$ cat src/rtl/sss_generator.sv
// NR secondary synchronization sequence generator: two 7-bit m-sequence LFSRs,
// pre-advanced by the cyclic shifts m0/m1, streamed as BPSK samples over AXI-stream.
module sss_generator #(
  parameter int OUT_DW    = 32,
  parameter int AMPLITUDE = 2 ** (OUT_DW / 2 - 2)
) (
  input  logic              clk_i,
  input  logic              reset_ni,
  input  logic [8:0]        N_id_1_i,
  input  logic [1:0]        N_id_2_i,
  input  logic              start_i,
  output logic              ready_o,
  output logic [OUT_DW-1:0] m_axis_out_tdata,
  output logic              m_axis_out_tvalid,
  input  logic              m_axis_out_tready,
  output logic              m_axis_out_tlast,
  output logic              sss_bit_o
);

  localparam int               HALF     = OUT_DW / 2;
  localparam logic [HALF-1:0]  AMP_POS  = HALF'(AMPLITUDE);
  localparam logic [HALF-1:0]  AMP_NEG  = HALF'(0) - AMP_POS;
  localparam logic [6:0]       LFSR_INIT = 7'b0000001;

  typedef enum logic [1:0] {IDLE, ADVANCE, STREAM} state_e;

  state_e     state_q, state_d;
  logic [6:0] x0_q, x0_d;
  logic [6:0] x1_q, x1_d;
  logic [5:0] c0_q, c0_d;
  logic [6:0] c1_q, c1_d;
  logic [6:0] n_q, n_d;

  logic       legal;
  logic [5:0] m0_base, m0;
  logic [6:0] m1;
  logic       handshake;
  logic       cur_bit;

  // Register bit k holds x(i+k); bit 6 receives the newly computed x(i+7).
  function automatic logic [6:0] step_x0(input logic [6:0] x);
    return {x[4] ^ x[0], x[6:1]};
  endfunction

  function automatic logic [6:0] step_x1(input logic [6:0] x);
    return {x[1] ^ x[0], x[6:1]};
  endfunction

  // Shift derivation: q = floor(N_id_1/112) resolved by range compare, no divider.
  always_comb begin
    legal = (N_id_1_i <= 9'd335) && (N_id_2_i <= 2'd2);
    if (N_id_1_i < 9'd112) begin
      m0_base = 6'd0;
      m1      = 7'(N_id_1_i);
    end else if (N_id_1_i < 9'd224) begin
      m0_base = 6'd15;
      m1      = 7'(N_id_1_i - 9'd112);
    end else begin
      m0_base = 6'd30;
      m1      = 7'(N_id_1_i - 9'd224);
    end
    m0 = m0_base + 6'(N_id_2_i) * 6'd5;
  end

  assign m_axis_out_tvalid = (state_q == STREAM);
  assign handshake         = m_axis_out_tvalid && m_axis_out_tready;
  assign cur_bit           = x0_q[0] ^ x1_q[0];
  assign ready_o           = (state_q == IDLE);
  assign sss_bit_o         = m_axis_out_tvalid && cur_bit;
  assign m_axis_out_tlast  = m_axis_out_tvalid && (n_q == 7'd126);
  assign m_axis_out_tdata  = m_axis_out_tvalid ? {HALF'(0), (cur_bit ? AMP_NEG : AMP_POS)}
                                               : '0;

  always_comb begin
    // NOTE: every _d gets its hold value first, so no path through the case leaves a latch.
    state_d = state_q;
    x0_d    = x0_q;
    x1_d    = x1_q;
    c0_d    = c0_q;
    c1_d    = c1_q;
    n_d     = n_q;
    case (state_q)
      IDLE: begin
        if (start_i && legal) begin
          x0_d    = LFSR_INIT;
          x1_d    = LFSR_INIT;
          c0_d    = m0;
          c1_d    = m1;
          n_d     = 7'd0;
          state_d = (m0 == 6'd0 && m1 == 7'd0) ? STREAM : ADVANCE;
        end
      end
      ADVANCE: begin
        if (c0_q != 6'd0) begin
          x0_d = step_x0(x0_q);
          c0_d = c0_q - 6'd1;
        end
        if (c1_q != 7'd0) begin
          x1_d = step_x1(x1_q);
          c1_d = c1_q - 7'd1;
        end
        if (c0_q <= 6'd1 && c1_q <= 7'd1) state_d = STREAM;
      end
      STREAM: begin
        if (handshake) begin
          x0_d = step_x0(x0_q);
          x1_d = step_x1(x1_q);
          n_d  = n_q + 7'd1;
          if (n_q == 7'd126) state_d = IDLE;
        end
      end
      default: state_d = IDLE;
    endcase
  end

  // NOTE: sequential state uses non-blocking assignments so all flops update together.
  always_ff @(posedge clk_i or negedge reset_ni) begin
    if (!reset_ni) begin
      state_q <= IDLE;
      x0_q    <= LFSR_INIT;
      x1_q    <= LFSR_INIT;
      c0_q    <= '0;
      c1_q    <= '0;
      n_q     <= '0;
    end else begin
      state_q <= state_d;
      x0_q    <= x0_d;
      x1_q    <= x1_d;
      c0_q    <= c0_d;
      c1_q    <= c1_d;
      n_q     <= n_d;
    end
  end

endmodule
$ cat config.mk
export PLATFORM = sky130hd
export DESIGN_NAME = sss_generator
export DESIGN_NICKNAME = d
export VERILOG_FILES = /design/src/rtl/sss_generator.sv
export SDC_FILE = /design/constraint.sdc
export NUM_CORES = 1
export LEC_CHECK = 0
export ABC_AREA = 1
export CAP_MARGIN = 20
export CELL_PAD_IN_SITES_DETAIL_PLACEMENT = 0
export CELL_PAD_IN_SITES_GLOBAL_PLACEMENT = 2
export CORE_MARGIN = 4
export CORE_UTILIZATION = 34
export CTS_BUF_LIST = sky130_fd_sc_hd__clkbuf_4
export DETAILED_ROUTE_END_ITERATION = 6
export PLACE_DENSITY_LB_ADDON = 0.25
export SETUP_SLACK_MARGIN = 0.15
export SLEW_MARGIN = 15
export SYNTH_ARGS = -nofsm -noshare
export SYNTH_HDL_FRONTEND = slang
export SYNTH_SLANG_ARGS = --single-unit
$ cat constraint.sdc
create_clock -name clk_i -period 3.3 [get_ports clk_i]
set_input_delay 0.66 -clock clk_i [delete_from_list [all_inputs] [get_ports clk_i]]
set_output_delay 0.66 -clock clk_i [all_outputs]
set_load 0.01 [all_outputs]
==> flow_metrics.tcl <==
set metrics [dict create \
    status "complete, no violations" \
    row_count 33 \
    final.period_utilization_pct 86.6 \
    dp.final_hpwl_um 4740 \
    num_vias 2380 \
    io_buffers 20 \
    use_met3_pct 2.20 \
    seqPwrFrac_pct 31.1 \
    p_comb_share_pct 59.0 \
    clkTransAtPathRegs_ns 0.12 \
    via_per_inst 4.48 \
    power_leakage_nw 1.60 \
    grt_util_met1_pct 17.8 \
    clockPowerShare_pct 9.9 \
    yosysSeqAreaShare_pct 30.6 \
    yosys-top-cells-area "dfrtp_1 29%, nand2_1 13%, buf_4 8.1%, ha_1 8.1%, o21ai_0 4.4%" \
    cap_violations 0 \
    clock-root-buffer "clkbuf_4" \
    ant_nets 0 \
    synthArstFlopShare_pct 100 \
    finalPower_mw 2.37 \
    worstSetupEndpointType "flop" \
    insertion_delay_ns 0.33 \
    ios 51 \
    post_cts_buffers 0 \
    grt_pass1_vias 2263 \
    diodes 0 \
    synth.top_cell.area_share_pct 28.9 \
    routabilityCongestion 0.790 \
    remaining_drc_errors 0 \
    rsz0062_at_grt "false" \
    crit_type "in2reg" \
    drive_gt1_share_pct 15.7 \
    fmax_mhz 350 \
    synth_warnings 0 \
    ys_seq_elements 36 \
    p_int_mw 1.18 \
    cts.htree.levels 2 \
    arrival_ns 3.09 \
    grt.overflow.total 0 \
    synth_cells 396 \
    dieHeight_um 101 \
    grt_use_met2_pct 20.1 \
    finalNetCount 460 \
    grt_max_degree 37 \
    area_growth_syn_to_layout_pct 10.4 \
    dr.pass1.iters 5 \
    layout_commonest_cell "nand2_1" \
    grt_pass1_wl_um 10400 \
    die-area_um2 10200 \
    ys_types 42 \
    mostFrequentLayoutCells "102 x nand2_1, 34 x inv_1, 34 x dfrtp_1, 30 x nor2_1, 30 x conb_1" \
    critPathLaunchType "input pin" \
    tritoncts "yes" \
    yosysTopAreaCell "dfrtp_1" \
    numClockSinks 36 \
    avgSynthCellArea_um2 7.45 \
    grt_use_total_pct 12.5 \
    grt_busiest_layer "met2" \
    syn_area_um2 2950 \
    cts.path.max_buffers 2 \
    hold_path.class "reg2reg" \
    period_minus_slack_ns 2.86 \
    dp_slack_ns -0.0493 \
    drt_iter0_markers 70 \
    r2r_slack_ns 1.47 \
    die_w_um 101 \
    finalWorstSetupSlack_ns 0.443 \
    synth_top_flop_cell "dfrtp_1" \
    initial_core_util_pct 35.4 \
    setup_viol 0 \
    p_per_area_nw_per_um2 727 \
    fin_worst_skew_ns 0.00652 \
    wl_per_cell_um 11.7 \
    required_ns 3.53 \
    vdd_drop_max_mv 0.252 \
    core_um2 8340 \
    wl_um 6210 \
    antenna_found_initial 0 \
    cts_made_buffers 5 \
    hold_violations 0 \
    synth-edff-count 0 \
    fillerInstances 888 \
    net-switching-power_mw 1.19 \
    switching_share_pct 50.1 \
    worst-path-max-fanout 4 \
    drv_slew 0 \
]
-- cell families (layout without fill, tap and decap cells) --
kind of cell | Yosys count | count (layout) | share of synthesized area, %
muxes | 1 | 1 | 0.339
and+or+nand+nor | 187 | 187 | 29.5
DFF | 36 | 36 | 30.6
adders and majority gates | 20 | 20 | 8.74
buffers and inverters | 80 | 81 | 15.3
AOI/OAI and AO/OA | 64 | 64 | 13.2
other | 1 | 30 | 0.127
xor gates and xnor gates | 7 | 7 | 2.08
-- flip-flops by register name, summed over array words and instances (netlist names) --
| signal | flops |
|---|---|
| c0_q | 6 |
| c1_q | 7 |
| n_q | 7 |
| state_q | 2 |
| x0_q | 7 |
| x1_q | 7 |
-- timing repair --
action,CTS,global route
hold buffers,0,0
setup endpoints to repair,0,2
gates resized for setup,0,5
-- layer usage --
| metal | wire (um) | up-vias | part of all wire [%] |
|---|---|---|---|
| met1 | 3190 | 1075 | 51 |
| met2 | 2760 | 37 | 44 |
| met3 | 220 | 2 | 3.5 |
| li1 | - | 1266 | - |
| met5 | 0 | - | 0 |
| met4 | 31 | 0 | 0.50 |
-- power by group through the flow --
stage	combinational (mW)	sequential [mW]	clock, mW
global route	1.61	0.762	0.263
global placement	1.41	0.741	0
finish	1.40	0.735	0.235
CTS	1.42	0.736	0.249
detailed placement	1.41	0.745	0
floorplan	1.20	0.713	0
-- area by class of cell --
type	instances	area, um2	share of cell area [%]
Clock buffer	5	37.5	1.15
Clock inverter	3	13.8	0.423
Inverter	40	150	4.61
Multi-Input combinational cell	309	1720	52.7
Sequential cell	36	903	27.7
Tap cell	105	131	4.03
Timing Repair Buffer	33	303	9.30
-- stage by stage --
step	hold slack (ns)	cells	utilization (%)	setup TNS, ns	cell area, um2
after floorplan	0.364	425	-	0	3060
after global placement	0.468	523	38.2	0	3190
after detailed placement	0.468	523	38.2	-0.0493	3190
after CTS	0.498	531	38.8	0	3240
after global routing	0.527	531	39.0	0	3260
final	0.494	531	39.0	0	3260
-- worst max-delay path: stages --
cell and delay (ns):
clkdlybuf4s50_1 0.44, nor2_1 0.19, nand2_1 0.15, nand2_1 0.09, inv_1 0.04, ha_1 0.20
nand2_1 0.09, inv_1 0.05, fa_1 0.45, nor2_1 0.14, nand3_1 0.10, nor2_1 0.09
nand2_1 0.07, nor2_2 0.10, nand3_1 0.07, nand2_1 0.07, o21ai_0 0.08
-- cell usage after synthesis, drive strengths merged, types with 3 or more instances --
master  instances
xor2            6
o21ai          50
nor3            3
nand2         113
nand3          25
or2             6
clkbuf          3
nand4           6
a21oi           8
nor2           32
ha             19
inv            39
dfrtp          34
buf            37
-- path summary, 6_finish.rpt --
| path | cells after the start | from | endpoint |
|---|---|---|---|
| worst max-delay path | 17 | N_id_1_i[7] | state_q[0] |
| worst min-delay path | 2 | x0_q[2] | x0_q[2] |
| worst max register to register | 9 | state_q[0] | x0_q[1] |
| worst min register to register | 2 | x0_q[2] | x0_q[2] |
| max in group asynchronous | 2 | reset_ni | x1_q[0] |
| min in group asynchronous | 2 | reset_ni | c1_q[2] |
Power figures use the tool's default switching activity.
